### src/rtl/c8_rom_arbiter.sv
// c8_rom_arbiter
// Single owner of the shared $C800-$CFFF expansion-ROM window for all slot
// cards. A slot claims the window by accessing its $Cn00-$CnFF I/O select
// space. An access to $CFFF releases it. With SLOTC3ROM clear, an access to
// $C3xx hands the window to the internal ROM. Ownership is re-evaluated once
// per bus cycle, at the falling edge of phi0 as seen in the clk_logic domain.
//
// Optional feature: define C8_ARB_STATS_EN to build a saturating claim counter.
// When the macro is undefined, claim_count_o is tied to zero.
//
// Ports
//   clk_logic       system logic clock
//   system_reset_n  asynchronous active-low reset
//   phi0            bus phase 0; a bus cycle is valid while high
//   addr, rw_n      bus address and direction (1 = read)
//   intcxrom        1 = internal ROM mapped over $C100-$CFFF (freezes ownership)
//   slotc3rom       0 = $C3xx is internal
//   card_rd_en_i    per-slot read-drive request (bit i = slot i+1)
//   card_data_i     per-slot read data, slot s at [8*(s-1)+:8]
//   c8_en_o         one-hot per-slot $C800 ROM enable
//   c8_owner_o      owning slot number, 0 when none or internal
//   int_owner_o     internal ROM owns the window
//   data_o, rd_en_o merged read data and bus drive enable
//   conflict_o      sticky multiple-driver flag
//   claim_count_o   claim statistics
module c8_rom_arbiter #(
  parameter int                   NUM_SLOTS = 7,
  parameter logic [NUM_SLOTS-1:0] SLOT_MASK = 7'h7F
) (
  input  logic                   clk_logic,
  input  logic                   system_reset_n,
  input  logic                   phi0,
  input  logic [15:0]            addr,
  input  logic                   rw_n,
  input  logic                   intcxrom,
  input  logic                   slotc3rom,
  input  logic [NUM_SLOTS-1:0]   card_rd_en_i,
  input  logic [8*NUM_SLOTS-1:0] card_data_i,
  output logic [NUM_SLOTS-1:0]   c8_en_o,
  output logic [2:0]             c8_owner_o,
  output logic                   int_owner_o,
  output logic [7:0]             data_o,
  output logic                   rd_en_o,
  output logic                   conflict_o,
  output logic [15:0]            claim_count_o
);

  typedef enum logic [1:0] {
    ST_NONE     = 2'd0,
    ST_SLOT     = 2'd1,
    ST_INTERNAL = 2'd2
  } state_t;

  // Bit n set = slot n present, indexed directly by addr[11:8].
  localparam logic [15:0] SLOT_PRESENT = 16'({SLOT_MASK, 1'b0});

  state_t     state_reg, state_next;
  logic [2:0] slot_reg, slot_next;   // held at 0 unless a slot owns the window
  logic       phi0_q_reg;
  logic       conflict_reg;
  logic       cycle_end;
  logic       slot_hit;
  logic       window_access;
  logic [7:0] data_sel;

  assign cycle_end     = phi0_q_reg & ~phi0;
  assign slot_hit      = (addr[15:12] == 4'hC) & SLOT_PRESENT[addr[11:8]];
  assign window_access = phi0 & ~intcxrom & (addr[15:11] == 5'b11001);

  always_ff @(posedge clk_logic or negedge system_reset_n) begin
    if (!system_reset_n) begin
      state_reg    <= ST_NONE;
      slot_reg     <= 3'd0;
      phi0_q_reg   <= 1'b0;
      conflict_reg <= 1'b0;
    end else begin
      state_reg  <= state_next;
      slot_reg   <= slot_next;
      phi0_q_reg <= phi0;
      if (rw_n && phi0 && ($countones(card_rd_en_i) > 1))
        conflict_reg <= 1'b1;
    end
  end

  // Ownership rules in priority order; INTCXROM freezes the current owner.
  always_comb begin
    state_next = state_reg;
    slot_next  = slot_reg;
    if (cycle_end && !intcxrom) begin
      if (addr == 16'hCFFF) begin
        state_next = ST_NONE;
        slot_next  = 3'd0;
      end else if ((addr[15:8] == 8'hC3) && !slotc3rom) begin
        state_next = ST_INTERNAL;
        slot_next  = 3'd0;
      end else if (slot_hit) begin
        state_next = ST_SLOT;
        slot_next  = addr[10:8];
      end
    end
  end

  genvar gi;
  generate
    for (gi = 0; gi < NUM_SLOTS; gi++) begin : g_c8_en
      assign c8_en_o[gi] = (state_reg == ST_SLOT) && (slot_reg == 3'(gi + 1)) && window_access;
    end
  endgenerate

  // Lowest-numbered requesting slot wins; scan from the top so it is written last.
  always_comb begin
    data_sel = 8'hFF;
    for (int i = NUM_SLOTS - 1; i >= 0; i--) begin
      if (card_rd_en_i[i])
        data_sel = card_data_i[8*i +: 8];
    end
  end

  assign data_o      = system_reset_n ? data_sel : 8'h00;
  assign rd_en_o     = system_reset_n & rw_n & (|card_rd_en_i);
  assign c8_owner_o  = slot_reg;
  assign int_owner_o = (state_reg == ST_INTERNAL);
  assign conflict_o  = conflict_reg;

`ifdef C8_ARB_STATS_EN
  logic [15:0] claim_cnt_reg;
  logic        claim_event;

  // Only a change of owner counts; a slot re-claiming its own window does not.
  assign claim_event = cycle_end && (state_next != ST_NONE) &&
                       ((state_next != state_reg) || (slot_next != slot_reg));

  always_ff @(posedge clk_logic or negedge system_reset_n) begin
    if (!system_reset_n)
      claim_cnt_reg <= 16'h0000;
    else if (claim_event && (claim_cnt_reg != 16'hFFFF))
      claim_cnt_reg <= claim_cnt_reg + 16'd1;
  end

  assign claim_count_o = claim_cnt_reg;
`else
  assign claim_count_o = 16'h0000;
`endif

endmodule

### config.mk
export PLATFORM = sky130hd
export DESIGN_NAME = c8_rom_arbiter
export DESIGN_NICKNAME = d
export VERILOG_FILES = /design/src/rtl/c8_rom_arbiter.sv
export SDC_FILE = /design/constraint.sdc
export NUM_CORES = 1
export LEC_CHECK = 0
export ABC_AREA = 1
export CORE_ASPECT_RATIO = 0.75
export CORE_MARGIN = 10
export CORE_UTILIZATION = 50
export DETAILED_ROUTE_END_ITERATION = 8
export DONT_BUFFER_PORTS = 1
export PLACE_DENSITY = 0.66
export SETUP_SLACK_MARGIN = 0.2
export SLEW_MARGIN = 5
export SYNTH_ARGS = -nofsm -noshare
export SYNTH_HDL_FRONTEND = slang
export SYNTH_SLANG_ARGS = --single-unit
### constraint.sdc
create_clock -name clk_logic -period 2.7 [get_ports clk_logic]
set_clock_uncertainty 0.1 [all_clocks]
set_input_delay 0.135 -clock clk_logic [delete_from_list [all_inputs] [get_ports clk_logic]]
set_output_delay 0.135 -clock clk_logic [all_outputs]
set_load 0.05 [all_outputs]
==> flow_summary.toml <==
[status]
outcome = "complete, no violations"

[clock_tree]
htreeDepth = 1
path_clk_slew_ps = 50
cts_tree = "built"
root_buffer = "clkbuf_4"
clk_path_buf_depth = 2
numCtsBuffers = 3
worstSkewPairLatency_ps = 250
clock_sinks = 7
postCtsSetupBuffers = 0

[setup_path]
crit_slowest_cell = "fa_1"
worst_setup_path_end_kind = "flip-flop"
path_common_cell = "fa_1"
start_kind = "input port"
cp.arrival_ps = 2250
slowest_delay_ps = 520
required_ps = 2740
path_class = "input port to flip-flop"
crit_fanout = 8
crit_chain = "fa_1 -> inv_1 -> fa_1 -> inv_1 -> ha_1 -> a21o_1 -> fa_1 -> nor2_1 -> o21bai_1"

[placed_design]
post_dp_cell_area_um2 = 1308
dp_hpwl_um = 4247
dp.cells = 253
io_buffers = 0
globalplace.congestion = 0.9159
pre_cts_slack_ps = 200.5

[final_layout]
final_area_um2 = 1394
utilization_pct = 59.41
n_antenna_cell = 0
multi_input_area_um2 = 913.4
largest_register_ffs = 3
register_area_um2 = 175.2
area_growth_pct = 10.52
drive_gt1_share_pct = 16.16
nets = 320
final_cells = 263
fill_cells = 257

[timing]
max_clock_freq_ghz = 0.4523
period_needed_ps = 2211
hold_viol = 0
fin_crit_sh_pct = 81.89
final-setup-viol-count = 0
setup_slack_ps = 489.1
finalSetupTns_ps = 0
timing.slew.headroom_pct = 37.01
drv_slew = 0
worst_pin_slew_ps = 941.3
rsz0062_at_grt = "false"

[synth]
async_flop_share_pct = 100.0
yosysTopAreaCell = "dfrtp_1"
ys_top_cells_by_area = "dfrtp_1 (14%), nand2_1 (12%), buf_4 (9.5%)"
synth.avg_cell_area_um2 = 5.977
synth_edf_count = 0
synth_flop_cell = "dfrtp_1"
synth-seq-cells = 7
ys_seq_area_share_pct = 13.89
synth_cell_types = 29
yosys_warnings = 0
yosysTopAreaCellShare_pct = 13.89
yosys.cell_count.top_type = "nand2_1"
syn_area_um2 = 1261
syn_inst = 211
synthTopCellsByCount = "nand2_1 (41), nor2_1 (31), o21ai_0 (23), a21oi_1 (18), buf_4 (16)"

[floorplan]
ioPinCount = 122
die_h_um = 63.50
core_area_um2 = 2346
die_w_um = 78.00
initial_core_util_pct = 53.76
num_rows = 15
dieArea_um2 = 4952

[routing]
vias_per_cell = 5.452
vias = 1434
detail_route.wirelength_um = 4821
wl_per_cell_um = 18.33
drtAntennaViolNets = 0
first_pass_iters = 4
drc = 0
drtIter0Drc = 101

[global_routing]
overflow = 0
grt_max_degree = 14
antenna_found_initial = 0
grt_pass1_wl_um = 7238
track_usage_pct = 17.54
grt_pass1_vias = 1408

[pwr]
power.leakage_nw = 0.6685
irDropWorstVdd_v = 0.0002495
p_per_area_nw_per_um2 = 322.9

[worst_hold_path]
hp-class = "input port to flip-flop"

[job]
maxCapViolCount = 0
[cells by family after synthesis]
logic type	Yosys count	synth area share (%)
AOI/OAI and AO/OA	53	23.51
and+or+nand+nor	105	37.40
DFF	7	13.89
adders and majority gates	5	6.746
buffers and inverters	40	18.15
other	1	0.2973
[cell usage in the layout, fill, tap and decap left out]
cell	synthesis	routed
nand2_1	41	41
nor2_1	31	31
o21ai_0	23	23
a21oi_1	18	18
conb_1	1	16
inv_1	14	14
nor3_1	14	14
buf_4	16	14
dfrtp_1	7	7
dlygate4sd3_1	0	6
inv_2	5	5
o21ai_2	5	5
nand3_1	4	4
o21ai_1	3	3
nand4_1	3	3
fa_1	3	3
clkbuf_4	0	3
nand2_2	2	2
or2_2	2	2
nor2_2	2	2
nand3b_1	2	2
nand2_4	2	2
ha_1	2	2
a21oi_2	1	1
a21o_1	1	1
nand3_2	1	1
o311ai_1	1	1
nor3b_1	1	1
o21bai_1	1	1
clkbuf_1	0	1
[worst paths after layout]
path	from	end	slack [ps]	cells past startpoint
worst max-delay path	card_rd_en_i[0]	conflict_o$_DFFE_PN0P_	490	9
worst min-delay path	intcxrom	c8_owner_o[1]$_DFFE_PN0P_	70	3
worst max register to register	phi0_q_reg$_DFF_PN0_	c8_owner_o[0]$_DFFE_PN0P_	1530	4
worst min register to register	state_reg[0]$_DFFE_PN0P_	state_reg[0]$_DFFE_PN0P_	410	2
max in group asynchronous	system_reset_n	c8_owner_o[0]$_DFFE_PN0P_	2140	1
min in group asynchronous	system_reset_n	c8_owner_o[1]$_DFFE_PN0P_	110	1
[layer usage]
metal  track usage [%]  part of all wire (%)  vias to the layer above
met5                 0                     0                        -
met4             2.009                  0.44                        0
met3             8.782                    14                        2
met2             28.62                    43                      101
met1             20.71                    42                      630
li1                  -                     -                      701
[timing repair]
| item | 4_1_cts | 5_1_grt |
|---|---|---|
| endpoints found under the hold margin | 12 | 0 |
| hold buffers | 6 | 0 |
| resized for setup | 0 | 0 |
| setup endpoints to repair | 0 | 0 |
[metrics by stage]
step	total power, mW	hold slack (ps)
after CTS	0.4537	63.87
after global placement	0.3443	-259.9
after floorplan	0.3379	-260.6
final	0.4501	66.71
after global routing	0.4875	61.18
after detailed placement	0.3484	-260.1
[area by class of cell]
type | instances | share of cell area [%]
multi-input cells | 179 | 65.53
well taps | 34 | 3.052
repair buffers | 20 | 11.85
inverters | 19 | 5.117
clock buffers | 4 | 1.885
flip-flops and latches | 7 | 12.57
[critical path: cells and delay by family]
family | cells | cell delay (ps)
fa+ha+maj | 4 | 1690
compound gates | 2 | 240
simple gates | 1 | 100
buf+inv | 2 | 90
[power by group]
group	total, mW	internal [mW]	switching, mW
combinational	0.227	0.0654	0.162
sequential	0.129	0.111	0.0185
clock	0.0939	0.0563	0.0376
Note: power is estimated with default switching activity, not from simulation.
